### config.mk
export PLATFORM = sky130hd
export DESIGN_NAME = ram32x8_ctrl
export DESIGN_NICKNAME = d
export VERILOG_FILES = /design/src/rtl/ram32x8_pkg.sv /design/src/rtl/ram32x8_wr_seq.sv /design/src/rtl/ram32x8_ctrl.sv
export SDC_FILE = /design/constraint.sdc
export NUM_CORES = 1
export LEC_CHECK = 0
export BUFFER_PORTS_ARGS = -buffer_cell sky130_fd_sc_hd__buf_4
export CELL_PAD_IN_SITES_DETAIL_PLACEMENT = 1
export CELL_PAD_IN_SITES_GLOBAL_PLACEMENT = 2
export CORE_UTILIZATION = 33
export CTS_CLUSTER_DIAMETER = 150
export CTS_CLUSTER_SIZE = 10
export DETAILED_ROUTE_END_ITERATION = 6
export PLACE_DENSITY_LB_ADDON = 0.1
export SLEW_MARGIN = 10
export SYNTH_ARGS = -nofsm -noshare
export SYNTH_HDL_FRONTEND = slang
export SYNTH_SLANG_ARGS = --single-unit
export TNS_END_PERCENT = 50
### constraint.sdc
create_clock -name clk -period 3.85 [get_ports clk]
set_input_delay 0.77 -clock clk [delete_from_list [all_inputs] [get_ports clk]]
set_output_delay 0.77 -clock clk [all_outputs]
set_load 0.02 [all_outputs]
### src/rtl/ram32x8_pkg.sv
// Shared types and defaults for the 32x8 distributed-RAM controller.
package ram32x8_pkg;

    localparam int unsigned AW_DEF = 5;
    localparam int unsigned DW_DEF = 8;

    typedef enum logic [1:0] {
        OP_RD   = 2'b00,
        OP_WR   = 2'b01,
        OP_FILL = 2'b10,
        OP_NOP  = 2'b11
    } op_t;

    typedef enum logic [2:0] {
        IDLE,
        RD,
        WR_SETUP,
        WR_PULSE,
        WR_HOLD,
        FILL_SETUP,
        FILL_PULSE,
        FILL_HOLD
    } state_t;

    typedef enum logic [1:0] {
        SEQ_IDLE,
        SEQ_SETUP,
        SEQ_PULSE,
        SEQ_HOLD
    } seq_t;

endpackage

### src/rtl/ram32x8_wr_seq.sv
// Three-phase setup/pulse/hold write-enable sequencer for level-sensitive RAM cells.
// A start in IDLE or HOLD begins a new word; ram_we is high only during PULSE.
module ram32x8_wr_seq
    import ram32x8_pkg::*;
(
    input  logic clk,
    input  logic rst,
    input  logic start,
    output logic ram_we
);

    seq_t phase;
    seq_t phase_nxt;

    // Phase advance: SETUP and PULSE last exactly one cycle each.
    always_comb begin
        phase_nxt = phase;
        case (phase)
            SEQ_IDLE:  phase_nxt = start ? SEQ_SETUP : SEQ_IDLE;
            SEQ_SETUP: phase_nxt = SEQ_PULSE;
            SEQ_PULSE: phase_nxt = SEQ_HOLD;
            SEQ_HOLD:  phase_nxt = start ? SEQ_SETUP : SEQ_IDLE;
            default:   phase_nxt = SEQ_IDLE;
        endcase
    end

    // ram_we comes straight from a flop so it cannot glitch; reset drops it at once.
    always_ff @(posedge clk or posedge rst) begin
        if (rst) begin
            phase  <= SEQ_IDLE;
            ram_we <= 1'b0;
        end else begin
            phase  <= phase_nxt;
            ram_we <= (phase_nxt == SEQ_PULSE);
        end
    end

endmodule

### src/rtl/ram32x8_ctrl.sv
// Host-facing controller for a 32x8 distributed RAM: handshake, read capture,
// single writes and whole-array fill using the shared write sequencer.
module ram32x8_ctrl
    import ram32x8_pkg::*;
#(
    parameter int unsigned AW = AW_DEF,
    parameter int unsigned DW = DW_DEF
) (
    input  logic          clk,
    input  logic          rst,
    input  logic          req_valid,
    output logic          req_ready,
    input  logic [1:0]    req_op,
    input  logic [AW-1:0] req_addr,
    input  logic [DW-1:0] req_data,
    output logic          rsp_valid,
    output logic [DW-1:0] rsp_data,
    output logic          busy,
    output logic          ram_we,
    output logic [AW-1:0] ram_a,
    output logic [DW-1:0] ram_d,
    input  logic [DW-1:0] ram_o
);

    state_t        state;
    state_t        state_nxt;
    logic [AW-1:0] a_nxt;
    logic [DW-1:0] d_nxt;
    logic          rsp_valid_nxt;
    logic [DW-1:0] rsp_data_nxt;
    logic          seq_start;

    assign req_ready = (state == IDLE);
    assign busy      = (state != IDLE);

    // Next state plus next values for every registered RAM/response output.
    always_comb begin
        state_nxt     = state;
        a_nxt         = ram_a;
        d_nxt         = ram_d;
        rsp_valid_nxt = 1'b0;
        rsp_data_nxt  = rsp_data;
        seq_start     = 1'b0;
        case (state)
            IDLE: begin
                if (req_valid) begin
                    case (op_t'(req_op))
                        OP_RD: begin
                            a_nxt     = req_addr;
                            state_nxt = RD;
                        end
                        OP_WR: begin
                            a_nxt     = req_addr;
                            d_nxt     = req_data;
                            seq_start = 1'b1;
                            state_nxt = WR_SETUP;
                        end
                        OP_FILL: begin
                            a_nxt     = '0;
                            d_nxt     = req_data;
                            seq_start = 1'b1;
                            state_nxt = FILL_SETUP;
                        end
                        default: state_nxt = IDLE;
                    endcase
                end
            end
            RD: begin
                rsp_valid_nxt = 1'b1;
                rsp_data_nxt  = ram_o;
                state_nxt     = IDLE;
            end
            WR_SETUP:   state_nxt = WR_PULSE;
            WR_PULSE:   state_nxt = WR_HOLD;
            WR_HOLD:    state_nxt = IDLE;
            FILL_SETUP: state_nxt = FILL_PULSE;
            FILL_PULSE: state_nxt = FILL_HOLD;
            FILL_HOLD: begin
                if (ram_a == '1) begin
                    rsp_valid_nxt = 1'b1;
                    rsp_data_nxt  = ram_d;
                    state_nxt     = IDLE;
                end else begin
                    a_nxt     = ram_a + AW'(1);
                    seq_start = 1'b1;
                    state_nxt = FILL_SETUP;
                end
            end
            default: state_nxt = IDLE;
        endcase
    end

    // State, RAM address/data and response registers.
    always_ff @(posedge clk or posedge rst) begin
        if (rst) begin
            state     <= IDLE;
            ram_a     <= '0;
            ram_d     <= '0;
            rsp_valid <= 1'b0;
            rsp_data  <= '0;
        end else begin
            state     <= state_nxt;
            ram_a     <= a_nxt;
            ram_d     <= d_nxt;
            rsp_valid <= rsp_valid_nxt;
            rsp_data  <= rsp_data_nxt;
        end
    end

    ram32x8_wr_seq u_wr_seq (
        .clk    (clk),
        .rst    (rst),
        .start  (seq_start),
        .ram_we (ram_we)
    );

endmodule

Word level (Yosys, flattened, before mapping)
Cells that the tools add are included.
{"block": "word_totals", "ramBits": 0, "in_bits": 26, "regBits": 28, "rom_bits": 0, "mem_count": 0, "out_inout_bits": 25, "word_cells": 57, "latchBits": 0}
{"block": "op_classes", "reduce_logical": 13, "div_mod_pow": 0, "addsub": 1, "mul": 0, "muxes": 18, "magnitude_cmp": 0, "eq_ne": 18, "shift": 0, "n_bitwise": 0}
{"op": "$pmux 3 s7", "n": 1}
{"op": "$pmux 5 s2", "n": 2}
{"op": "$pmux 8 s2", "n": 1}
{"op": "$eq 3x3->1 const B", "n": 4}
{"op": "$mux 5", "n": 2}
{"op": "$pmux 3 s3", "n": 1}
{"op": "$eq 2x2->1 const B", "n": 4}
{"op": "$mux 8", "n": 1}
{"op": "$reduce_or 2->1", "n": 4}
{"op": "$eq 3x2->1 const B", "n": 2}
{"op": "$mux 3", "n": 2}
{"op": "$ne 2x2->1 const B", "n": 3}
{"op": "$pmux 2 s3", "n": 1}
{"op": "$add 5x1->5 const B", "n": 1}
{"op": "$eq 5x5->1 const B", "n": 1}
{"op": "$mux 1", "n": 5}
{"op": "$eq 2x1->1 const B", "n": 2}
{"op": "$logic_not 2->1", "n": 2}
{"op": "$pmux 1 s2", "n": 2}
{"op": "$reduce_and 4->1", "n": 1}
{"op": "$reduce_bool 2->1", "n": 2}
{"op": "$eq 3x1->1 const B", "n": 1}
{"op": "$logic_not 3->1", "n": 1}
{"op": "$ne 3x2->1 const B", "n": 1}
{"op": "3 further kinds", "n": 3}

Longest topological paths before layout
Gate-level depths: netlist of the first run.
{"block": "depth", "word_depth": 8, "ltp_mapped": 6, "depth_no_buf": 6}

Cells and area by module
A second synthesis of the first run with hierarchy kept.
{"block": "hier_totals", "cells_unflattened": 126, "hier_area_um2": 1498.9}
{"mod": "ram32x8_ctrl", "n_inst": 1, "area_per_inst_um2": 1375.1, "seq_area_each_um2": 625.6, "cells_each": 115}
{"mod": "ram32x8_wr_seq", "n_inst": 1, "area_per_inst_um2": 123.9, "seq_area_each_um2": 75.1, "cells_each": 11}

Least setup slack after synthesis of the first run
Ideal clock, no wire load.
{"block": "synth_timing", "path_kind": "reg-to-output", "start": "register state[1]", "end": "output busy", "setup_slack_ps": 1649, "path_buffers": 1, "t_arrival_ps": 1431, "stages_incl_launch_ff": 4, "required_ps": 3080, "cell_sequence": "dfrtp_1 buf_2 nor3_1 inv_1"}
{"block": "synth_via", "elab_chain_len": 1}
{"element": "from (decl)", "line_no": "ram32x8_ctrl.sv:25", "source": "state_t state;"}
{"element": "from (signal assigned)", "line_no": "ram32x8_ctrl.sv:102", "source": "state <= state_nxt;"}
{"element": "$reduce_bool 3->1", "line_no": "ram32x8_ctrl.sv:34", "source": "assign busy = (state != IDLE);"}
{"element": "to (decl)", "line_no": "ram32x8_ctrl.sv:18", "source": "output logic busy,"}
Every way passes these cells.

Worst setup path in the final report of the first run
{"block": "layout_timing", "start": "register ram_a[0]", "end": "register rsp_data[5]"}
{"block": "layout_via", "elab_chain_len": 3}
{"element": "from (decl)", "line_no": "ram32x8_ctrl.sv:20", "source": "output logic [AW-1:0] ram_a,"}
{"element": "from (signal assigned)", "line_no": "ram32x8_ctrl.sv:103", "source": "ram_a <= a_nxt;"}
{"element": "$eq 5x5->1", "line_no": "ram32x8_ctrl.sv:79", "source": "if (ram_a == '1) begin"}
{"element": "$ne 2x2->1 (no line)"}
{"element": "$reduce_and 2->1 (no line)"}
{"element": "to (signal assigned)", "line_no": "ram32x8_ctrl.sv:106", "source": "rsp_data <= rsp_data_nxt;"}
{"element": "to (decl)", "line_no": "ram32x8_ctrl.sv:17", "source": "output logic [DW-1:0] rsp_data,"}
Every way passes these cells.
A chain may end at the register's enable or synchronous reset.

==> results.py, run 1 <==
metrics = {
    "placement": {
        "final_estimated_routing_congestion_in_global_placement": 0.7523,
        "detailedPlacementHpwl_mm": 2.766,
        "count_of_input_and_output_buffers": 50,
    },
    "clock_tree": {
        "cts-hold-fix-buffers": 0,
        "cts_htree_levels": 1,
        "cts_setup_buffers": 0,
        "cts-buffers-inserted": 3,
        "clk_pin_slew_worst_paths_ps": 100,
        "tritoncts": "built",
        "clock_latency_ps": 270,
        "cts_max_path_buffers": 2,
        "sink_count": 28,
        "clockRootBuffer": "sky130_fd_sc_hd__clkbuf_8",
        "cts_repair_resized_insts": 0,
    },
    "detailed_routing": {
        "drt_pass1_iterations": 4,
        "routed_wl_mm": 3.693,
        "vias": 1158,
        "drtIter0Drc": 66,
        "detail_route.vias_per_cell": 5.124,
        "drt_drc_violations_left": 0,
        "routed_wire_length_per_instance_um": 16.34,
        "ant_nets": 0,
    },
    "sta": {
        "grt_setup_unrepaired": "false",
        "timing_max_transition_violations_final": 0,
        "final.min_clock_period_ps": 2326,
        "endpoints_failing_hold": 0,
        "timing.slew.headroom": 0.3224,
        "final.setup.tns_ps": 0,
        "max_slew.worst_pin.slew_ps": 1010,
        "timing.fmax_mhz": 429.9,
        "finalCritPeriodShare": 0.6042,
        "final.hold.worst_slack_ps": 514.5,
        "worst_clock_skew_ps": 4.830,
        "setup_viol_count_final": 0,
    },
    "worst_setup_path": {
        "regToRegSetupSlack_ps": 1520,
        "highest_net_fanout_along_the_worst_path": 9,
        "setup.worst_path.end_class": "register",
        "r2r-start": "ram_a[0]$_DFFE_PP0P_",
        "worst-endpoint-arrival_ps": 2490,
        "worst-setup-path-type": "register to register",
        "crit_path_end": "rsp_data[5]$_DFFE_PP0P_",
        "crit_path_start_kind": "register",
        "cp-startpoint": "ram_a[0]$_DFFE_PP0P_",
        "worst_r2r_endpoint": "rsp_data[5]$_DFFE_PP0P_",
        "ff2ff_path_depth": 6,
        "worst_ep_required_time_ps": 4010,
    },
    "finish": {
        "multi_input_logic_area_um2": 739.5,
        "layout_commonest_cell": "sky130_fd_sc_hd__buf_4",
        "nets_finish": 209,
        "final-seq-area_um2": 700.7,
        "post_route_cells_drive_above_1_share": 0.5000,
        "n_fill_cell": 481,
        "area_delta_synth_final_pct": 32.91,
        "fin_util": 0.4560,
        "total_inserted_antenna_cells": 0,
        "layout_common_cells": "50 x sky130_fd_sc_hd__buf_4, 28 x sky130_fd_sc_hd__mux2_2, 28 x sky130_fd_sc_hd__dfrtp_1",
    },
    "global_route": {
        "grt_max_degree": 29,
        "first_global_vias": 1282,
        "globalRouteTotalUtil": 0.1626,
        "number_of_antenna_violations_at_the_first_check_in_global_routing": 0,
        "grt_first_pass_wirelength_mm": 6.210,
        "overflow": 0,
    },
    "synthesis": {
        "syn-cell-area_um2": 1494,
        "syn_inst": 124,
        "synth.lib_cells_used.distinct": 30,
        "synth.ff_latch_count": 28,
        "synth_edf_count": 0,
        "synth.net_count": 158,
        "yosys_most_used_dff": "sky130_fd_sc_hd__dfrtp_1",
        "synth_seq_area_share": 0.4690,
        "avgSynthCellArea_um2": 12.05,
        "async_reset_ff_frac": 1.000,
        "synth_warnings": 0,
    },
    "pwr": {
        "internal_power_mw": 0.9530,
        "switching_power_mw": 0.6106,
        "worst_ir_drop_vdd_mv": 0.3921,
        "power.density_nw_per_um2": 787.5,
        "combinational_share_of_power": 0.483,
        "power.share.sequential": 0.368,
        "fin_total_pwr_mw": 1.564,
        "total_leakage_power_nw": 0.9256,
        "switching_share_of_power": 0.3905,
        "p_clk_frac": 0.149,
    },
    "floorplanning": {
        "num_rows": 24,
        "die_h_um": 69.29,
        "core_area_um2": 4354,
        "dieWidth_um": 69.29,
        "floorplan.initialDensity": 0.3431,
        "top_level_i_o_count": 51,
        "die_area_um2": 4800,
    },
    "hold_path": {
        "hold_path.class": "register to register",
    },
    "run_status": {
        "outcome": "finished, final reports clean",
    },
    "job": {
        "drv.max_cap_violation_count": 0,
    },
}
## stage by stage
step	std cells	setup WS [ps]	area, um^2
floorplan	124	1649	1494
global placement	222	1378	1914
detailed placement	222	1272	1914
CTS	226	1507	1986
global route	226	1323	1986
finish	226	1524	1986
## cells in the mapped netlist (all sizes together), types with 2 or more instances
| cell type | n | share of area |
|---|---|---|
| mux2 | 28 | 0.21 |
| a21oi | 4 | 0.016 |
| nor2b | 7 | 0.029 |
| o211ai | 2 | 0.010 |
| buf | 4 | 0.013 |
| mux2i | 2 | 0.013 |
| o21ai | 3 | 0.010 |
| ha | 8 | 0.067 |
| dfrtp | 28 | 0.47 |
| nand3 | 6 | 0.023 |
| nand2b | 3 | 0.013 |
| inv | 9 | 0.023 |
| and3 | 2 | 0.0084 |
| nor3 | 2 | 0.010 |
| o221ai | 4 | 0.023 |
## metal layers
metal  up-vias  GRT usage  wire length [um]  part of all wire
met5         -          0                 0                 0
met1       580     0.1981              1557              0.42
met2        29     0.2945              1958              0.53
met3         2    0.03343               164             0.044
met4         0    0.03401                13            0.0035
li1        547          -                 -                 -
## sequential cells by signal (all words and copies together) (netlist names)
register,flops
ram_a,5
ram_d,8
u_wr_seq.ram_we,1
rsp_data,8
rsp_valid,1
state,3
u_wr_seq.phase,2
## power groups by stage
stage                     Clock [mW]  Sequential, mW  Combinational, mW
final                          0.233           0.575              0.755
after CTS                      0.246           0.578              0.769
after floorplan                    0           0.674              0.355
after global routing           0.256           0.603              0.818
after detailed placement           0           0.582              0.765
after global placement             0           0.569              0.748
## worst max-delay path: stages (launching register included)
cell	delay (ps)
sky130_fd_sc_hd__dfrtp_1	470
sky130_fd_sc_hd__ha_1	220
sky130_fd_sc_hd__and3_1	180
sky130_fd_sc_hd__ha_1	300
sky130_fd_sc_hd__nand3_1	130
sky130_fd_sc_hd__a21oi_2	500
sky130_fd_sc_hd__mux2_2	400
## worst min path at each step
stage | startpoint | end | cells past startpoint | slack (ps)
after floorplan | u_wr_seq.phase[0]$_DFF_PP0_ | u_wr_seq.ram_we$_DFF_PP0_ | 1 | 520
after global placement | rsp_data[3]$_DFFE_PP0P_ | rsp_data[3]$_DFFE_PP0P_ | 1 | 490
after detailed placement | rsp_data[3]$_DFFE_PP0P_ | rsp_data[3]$_DFFE_PP0P_ | 1 | 500
after CTS | rsp_data[3]$_DFFE_PP0P_ | rsp_data[3]$_DFFE_PP0P_ | 1 | 520
after global routing | rsp_data[3]$_DFFE_PP0P_ | rsp_data[3]$_DFFE_PP0P_ | 1 | 530
final | rsp_data[3]$_DFFE_PP0P_ | rsp_data[3]$_DFFE_PP0P_ | 1 | 510
## cell families (layout without fill, tap and decap cells)
logic type | after synthesis | in the layout | synth area share
buffers and inverters | 13 | 63 | 0.03601
AND/OR/NAND/NOR | 27 | 27 | 0.1181
multiplexers | 30 | 30 | 0.2245
flip-flops | 28 | 28 | 0.4690
AO/OA/AOI/OAI | 18 | 18 | 0.08543
adder cells (fa/ha/maj) | 8 | 8 | 0.06700
## area by class of cell
class                           instances  share of cell area
Clock inverter                          1             0.01512
Multi-Input combinational cell         83              0.3724
Timing Repair Buffer                   50              0.1890
Inverter                                9             0.01701
Sequential cell                        28              0.3529
Clock buffer                            3             0.02079
Tap cell                               52             0.03277
Power figures use the tool's default switching activity.
==> run 2: changes to the inputs <==
- CORE_UTILIZATION: 33 -> 31
- clock period: 3.85 -> 2.4 ns (I/O delays scaled with it)
==> run 2 against run 1 <==
Effect of this change: clock-buffer cell count unchanged; first-iteration DRC count decreased by 41%; non-clock buffer count is 3 higher; core utilization shrank 1.0 points; final cell count grew 1.3%; via count grew 0.60%; largest cell class unchanged; highest routed layer unchanged; die area is 6.3% higher; critical path type unchanged; global-route usage grew 0.26 points.
==> results.py, run 2 (synthesis gave the netlist of run 1 again) <==
metrics = {
    "floorplanning": {
        "top_level_i_o_count": 51,
        "die_h_um": 71.42,
        "die_area_um2": 5101,
        "num_rows": 24,
        "core_area_um2": 4504,
        "floorplan.initialDensity": 0.3317,
        "dieWidth_um": 71.42,
    },
    "detailed_routing": {
        "ant_nets": 0,
        "drtIter0Drc": 39,
        "routed_wire_length_per_instance_um": 16.31,
        "drt_drc_violations_left": 0,
        "detail_route.vias_per_cell": 5.087,
        "routed_wl_mm": 3.736,
        "drt_pass1_iterations": 3,
        "vias": 1165,
    },
    "pwr": {
        "power.density_nw_per_um2": 1265,
        "p_clk_frac": 0.152,
        "switching_share_of_power": 0.3924,
        "total_leakage_power_nw": 0.9437,
        "internal_power_mw": 1.543,
        "worst_ir_drop_vdd_mv": 0.5033,
        "power.share.sequential": 0.364,
        "fin_total_pwr_mw": 2.540,
        "combinational_share_of_power": 0.485,
        "switching_power_mw": 0.9965,
    },
    "global_route": {
        "number_of_antenna_violations_at_the_first_check_in_global_routing": 0,
        "overflow": 0,
        "grt_max_degree": 29,
        "first_global_vias": 1305,
        "globalRouteTotalUtil": 0.1652,
        "grt_first_pass_wirelength_mm": 6.403,
    },
    "worst_setup_path": {
        "worst_ep_required_time_ps": 2580,
        "critPathMaxStageDelay_ps": 450,
        "critical-path-slowest-cell": "sky130_fd_sc_hd__dfrtp_1",
        "path_cells": "ha_1, and3_1, ha_1, nand3_1, a21oi_2, buf_4, mux2_2",
        "regToRegSetupSlack_ps": 290,
        "worst-endpoint-arrival_ps": 2290,
        "cp-startpoint": "ram_a[0]$_DFFE_PP0P_",
        "r2r-start": "ram_a[0]$_DFFE_PP0P_",
        "timing.critical_path.mode_cell": "sky130_fd_sc_hd__ha_1",
        "highest_net_fanout_along_the_worst_path": 9,
        "worst-setup-path-type": "register to register",
        "crit_path_start_kind": "register",
        "setup.worst_path.end_class": "register",
    },
    "sta": {
        "setup_viol_count_final": 0,
        "final.min_clock_period_ps": 2115,
        "final.hold.worst_slack_ps": 252.4,
        "timing.fmax_mhz": 472.9,
        "final.setup.tns_ps": 0,
        "worst_clock_skew_ps": 3.470,
        "timing.slew.headroom": 0.6395,
        "max_slew.worst_pin.slew_ps": 540.8,
        "finalCritPeriodShare": 0.8811,
        "final_worst_path_setup_slack_ps": 285.4,
        "timing_max_transition_violations_final": 0,
        "endpoints_failing_hold": 0,
        "grt_setup_unrepaired": "false",
    },
    "clock_tree": {
        "tritoncts": "built",
        "clockRootBuffer": "sky130_fd_sc_hd__clkbuf_8",
        "sink_count": 28,
        "cts_setup_buffers": 0,
        "clock_latency_ps": 280,
        "cts-hold-fix-buffers": 0,
        "cts_repair_resized_insts": 0,
        "cts-buffers-inserted": 3,
        "cts_max_path_buffers": 2,
        "cts_htree_levels": 1,
        "clk_pin_slew_worst_paths_ps": 100,
    },
    "placement": {
        "detailedPlacementHpwl_mm": 2.850,
        "count_of_input_and_output_buffers": 50,
        "final_estimated_routing_congestion_in_global_placement": 0.7584,
        "placed_cells_incl_taps": 225,
        "placement.setup.worst_slack_ps": 293.0,
    },
    "finish": {
        "nets_finish": 212,
        "area_delta_synth_final_pct": 34.42,
        "total_inserted_antenna_cells": 0,
        "layout.cells.non_filler": 229,
        "layout_commonest_cell": "sky130_fd_sc_hd__buf_4",
        "layout_common_cells": "53 x sky130_fd_sc_hd__buf_4, 28 x sky130_fd_sc_hd__mux2_2, 28 x sky130_fd_sc_hd__dfrtp_1",
        "layout_top_registers": "ram_d: 8 flops, rsp_data: 8 flops, ram_a: 5 flops",
        "post_route_cells_drive_above_1_share": 0.5085,
    },
    "run_status": {
        "outcome": "finished, final reports clean",
    },
    "hold_path": {
        "hold_path.class": "input pin to asynchronous set/reset pin",
    },
    "job": {
        "drv.max_cap_violation_count": 0,
    },
}
## run 2: cell types whose count changed in the layout (fill, tap and decap cells not counted)
cell	previous run	this run
sky130_fd_sc_hd__inv_1	8	9
sky130_fd_sc_hd__buf_4	50	53
sky130_fd_sc_hd__clkinv_1	1	0
## run 2: path summary, 6_finish.rpt
| path | end | depth (start not counted) |
|---|---|---|
| min reg2reg | rsp_data[3]$_DFFE_PP0P_ | 1 |
| max in group asynchronous | state[1]$_DFFE_PP0N_ | 3 |
| min | u_wr_seq.ram_we$_DFF_PP0_ | 3 |
| max | rsp_data[4]$_DFFE_PP0P_ | 7 |
| min in group clk | ram_d[2]$_DFFE_PP0P_ | 2 |
| max reg2reg | rsp_data[4]$_DFFE_PP0P_ | 7 |
## run 2: stage by stage
step	cell area (um^2)	util
after floorplan	1494	-
after global placement	1937	0.4300
after detailed placement	1937	0.4300
after CTS	2008	0.4458
after global routing	2008	0.4458
final	2008	0.4458
## run 2: final cells by class
class / instances / area [um^2]
Sequential cell: 28 / 700.7
Multi-Input combinational cell: 83 / 739.5
Inverter: 9 / 33.78
Timing Repair Buffer: 53 / 397.9
Clock inverter: 1 / 30.03
Clock buffer: 3 / 41.29
Fill cell: 501 / 2496
Tap cell: 52 / 65.06
## run 2: critical path: cells and delay by family, from the launching register on
family / cells / cell delay [ps]
DFF: 1 / 450
muxes: 1 / 350
and+or+nand+nor: 2 / 330
buffers and inverters: 1 / 190
adders and majority gates: 2 / 540
AOI/OAI and AO/OA: 1 / 140
## run 2: layer usage
metal / vias up / global-route usage / share of wire
li1: 552 / - / -
met1: 575 / 0.1969 / 0.43
met2: 33 / 0.2963 / 0.51
met3: 5 / 0.02954 / 0.040
met4: 0 / 0.06222 / 0.015
met5: - / 0 / 0
## run 2: power by group through the flow
| stage | combinational (mW) | sequential, mW | clock, mW |
|---|---|---|---|
| 3_5_place_dp | 1.25 | 0.935 | 0 |
| 5_1_grt | 1.34 | 0.964 | 0.415 |
| 2_1_floorplan | 0.569 | 1.08 | 0 |
| 3_3_place_gp | 1.22 | 0.911 | 0 |
| 4_1_cts | 1.26 | 0.925 | 0.395 |
| 6_report | 1.23 | 0.924 | 0.385 |
==> run 3: changes to the inputs <==
- BUFFER_PORTS_ARGS: -buffer_cell sky130_fd_sc_hd__buf_4 -> -buffer_cell sky130_fd_sc_hd__buf_2
==> run 3 against run 2 <==
Effect of this change: worst setup slack gained 16 ps; final cell count is the same; flip-flop and latch count did not move; worst hold slack worse by 7.2 ps.
==> results.py, run 3 (synthesis gave the netlist of run 1 again) <==
metrics = {
    "clock_tree": {
        "sink_count": 28,
        "tritoncts": "built",
        "cts_max_path_buffers": 2,
        "cts_htree_levels": 1,
        "clockRootBuffer": "sky130_fd_sc_hd__clkbuf_8",
        "clk_pin_slew_worst_paths_ps": 110,
        "cts-hold-fix-buffers": 0,
        "cts-buffers-inserted": 3,
        "cts_setup_buffers": 0,
        "clock_latency_ps": 290,
        "cts_repair_resized_insts": 0,
    },
    "worst_setup_path": {
        "cp-startpoint": "ram_a[0]$_DFFE_PP0P_",
        "highest_net_fanout_along_the_worst_path": 9,
        "worst_ep_required_time_ps": 2580,
        "worst-endpoint-arrival_ps": 2280,
        "worst_r2r_endpoint": "rsp_data[5]$_DFFE_PP0P_",
        "crit_path_start_kind": "register",
        "r2r-start": "ram_a[0]$_DFFE_PP0P_",
        "worst-setup-path-type": "register to register",
        "regToRegSetupSlack_ps": 300,
        "ff2ff_path_depth": 7,
        "setup.worst_path.end_class": "register",
        "crit_path_end": "rsp_data[5]$_DFFE_PP0P_",
    },
    "finish": {
        "fin_util": 0.4181,
        "layout.cells.non_filler": 229,
        "nets_finish": 212,
        "layout_commonest_cell": "sky130_fd_sc_hd__buf_2",
        "total_inserted_antenna_cells": 0,
        "n_fill_cell": 519,
        "post_route_cells_drive_above_1_share": 0.5085,
        "design_area_um2": 1883,
        "layout_common_cells": "50 x sky130_fd_sc_hd__buf_2, 28 x sky130_fd_sc_hd__mux2_2, 28 x sky130_fd_sc_hd__dfrtp_1",
        "layout_top_registers": "ram_d: 8 flops, rsp_data: 8 flops, ram_a: 5 flops",
        "area_delta_synth_final_pct": 26.05,
    },
    "sta": {
        "max_slew.worst_pin.slew_ps": 573.7,
        "final.min_clock_period_ps": 2098,
        "final.hold.worst_slack_ps": 245.1,
        "finalCritPeriodShare": 0.8743,
        "timing.slew.headroom": 0.6175,
        "grt_setup_unrepaired": "false",
        "setup_viol_count_final": 0,
        "timing_max_transition_violations_final": 0,
        "final.setup.tns_ps": 0,
        "timing.fmax_mhz": 476.6,
        "final_worst_path_setup_slack_ps": 301.6,
        "endpoints_failing_hold": 0,
        "worst_clock_skew_ps": 7.789,
    },
    "pwr": {
        "power.density_nw_per_um2": 1280,
        "total_leakage_power_nw": 0.9049,
        "fin_total_pwr_mw": 2.410,
        "worst_ir_drop_vdd_mv": 0.4300,
    },
    "detailed_routing": {
        "routed_wire_length_per_instance_um": 16.48,
        "ant_nets": 0,
        "drt_drc_violations_left": 0,
        "drtIter0Drc": 23,
        "drt_pass1_iterations": 4,
        "detail_route.vias_per_cell": 5.105,
        "routed_wl_mm": 3.773,
        "vias": 1169,
    },
    "placement": {
        "detailedPlacementHpwl_mm": 2.754,
        "count_of_input_and_output_buffers": 50,
        "final_estimated_routing_congestion_in_global_placement": 0.7547,
        "placement.setup.worst_slack_ps": 264.1,
        "placed_cells_incl_taps": 225,
        "placed_area_um2": 1812,
    },
    "global_route": {
        "globalRouteTotalUtil": 0.1617,
        "overflow": 0,
        "number_of_antenna_violations_at_the_first_check_in_global_routing": 0,
        "grt_first_pass_wirelength_mm": 6.265,
        "first_global_vias": 1258,
        "grt_max_degree": 29,
    },
    "hold_path": {
        "hold_path.class": "input pin to asynchronous set/reset pin",
    },
    "floorplanning": {
        "die_h_um": 71.42,
        "top_level_i_o_count": 51,
        "core_area_um2": 4504,
        "num_rows": 24,
        "floorplan.initialDensity": 0.3317,
        "die_area_um2": 5101,
        "dieWidth_um": 71.42,
    },
    "run_status": {
        "outcome": "finished, final reports clean",
    },
    "job": {
        "drv.max_cap_violation_count": 0,
    },
}
==> run 3: cell types whose count changed in the layout (fill, tap and decap cells not counted) <==
cell / delta
sky130_fd_sc_hd__buf_4: -50
sky130_fd_sc_hd__buf_2: +50
==> run 3: layout make-up <==
cell class              instances  area [um^2]  share of cell area
multi-input cells              83        739.5              0.3927
flip-flops and latches         28        700.7              0.3721
clock inverters                 1        30.03             0.01595
repair buffers                 53        272.8              0.1449
well taps                      52        65.06             0.03455
inverters                       9        33.78             0.01794
clock buffers                   3        41.29             0.02193
==> run 3: routing by layer <==
metal	global-route usage	vias to the layer above	share of wire
met3	0.02532	5	0.042
met4	0.05333	0	0.014
met2	0.2836	39	0.50
li1	-	554	-
met1	0.2036	571	0.44
met5	0	-	0
==> run 3: power breakdown <==
part | internal, mW | leakage [nW] | switching, mW
Combinational | 0.491 | 0.527 | 0.618
Clock | 0.224 | 0.0357 | 0.163
Sequential | 0.702 | 0.342 | 0.211
==> run 3: worst max-delay path, cell delays in order (launching register included) <==
cell and delay [ps]:
sky130_fd_sc_hd__dfrtp_1 460, sky130_fd_sc_hd__ha_1 210, sky130_fd_sc_hd__and3_1 180, sky130_fd_sc_hd__ha_1 320, sky130_fd_sc_hd__nand3_1 140, sky130_fd_sc_hd__a21oi_2 130, sky130_fd_sc_hd__buf_4 190, sky130_fd_sc_hd__mux2_2 350
==> run 3: worst min-delay path by stage <==
stage	start	endpoint	slack, ps	depth (start not counted)
global placement	rsp_data[3]$_DFFE_PP0P_	rsp_data[3]$_DFFE_PP0P_	490	1
finish	rst	ram_a[2]$_DFFE_PP0P_	250	3
detailed placement	rsp_data[1]$_DFFE_PP0P_	rsp_data[1]$_DFFE_PP0P_	490	1
CTS	rst	ram_a[2]$_DFFE_PP0P_	260	3
global route	rst	u_wr_seq.ram_we$_DFF_PP0_	290	3
floorplan	u_wr_seq.phase[0]$_DFF_PP0_	u_wr_seq.ram_we$_DFF_PP0_	520	1
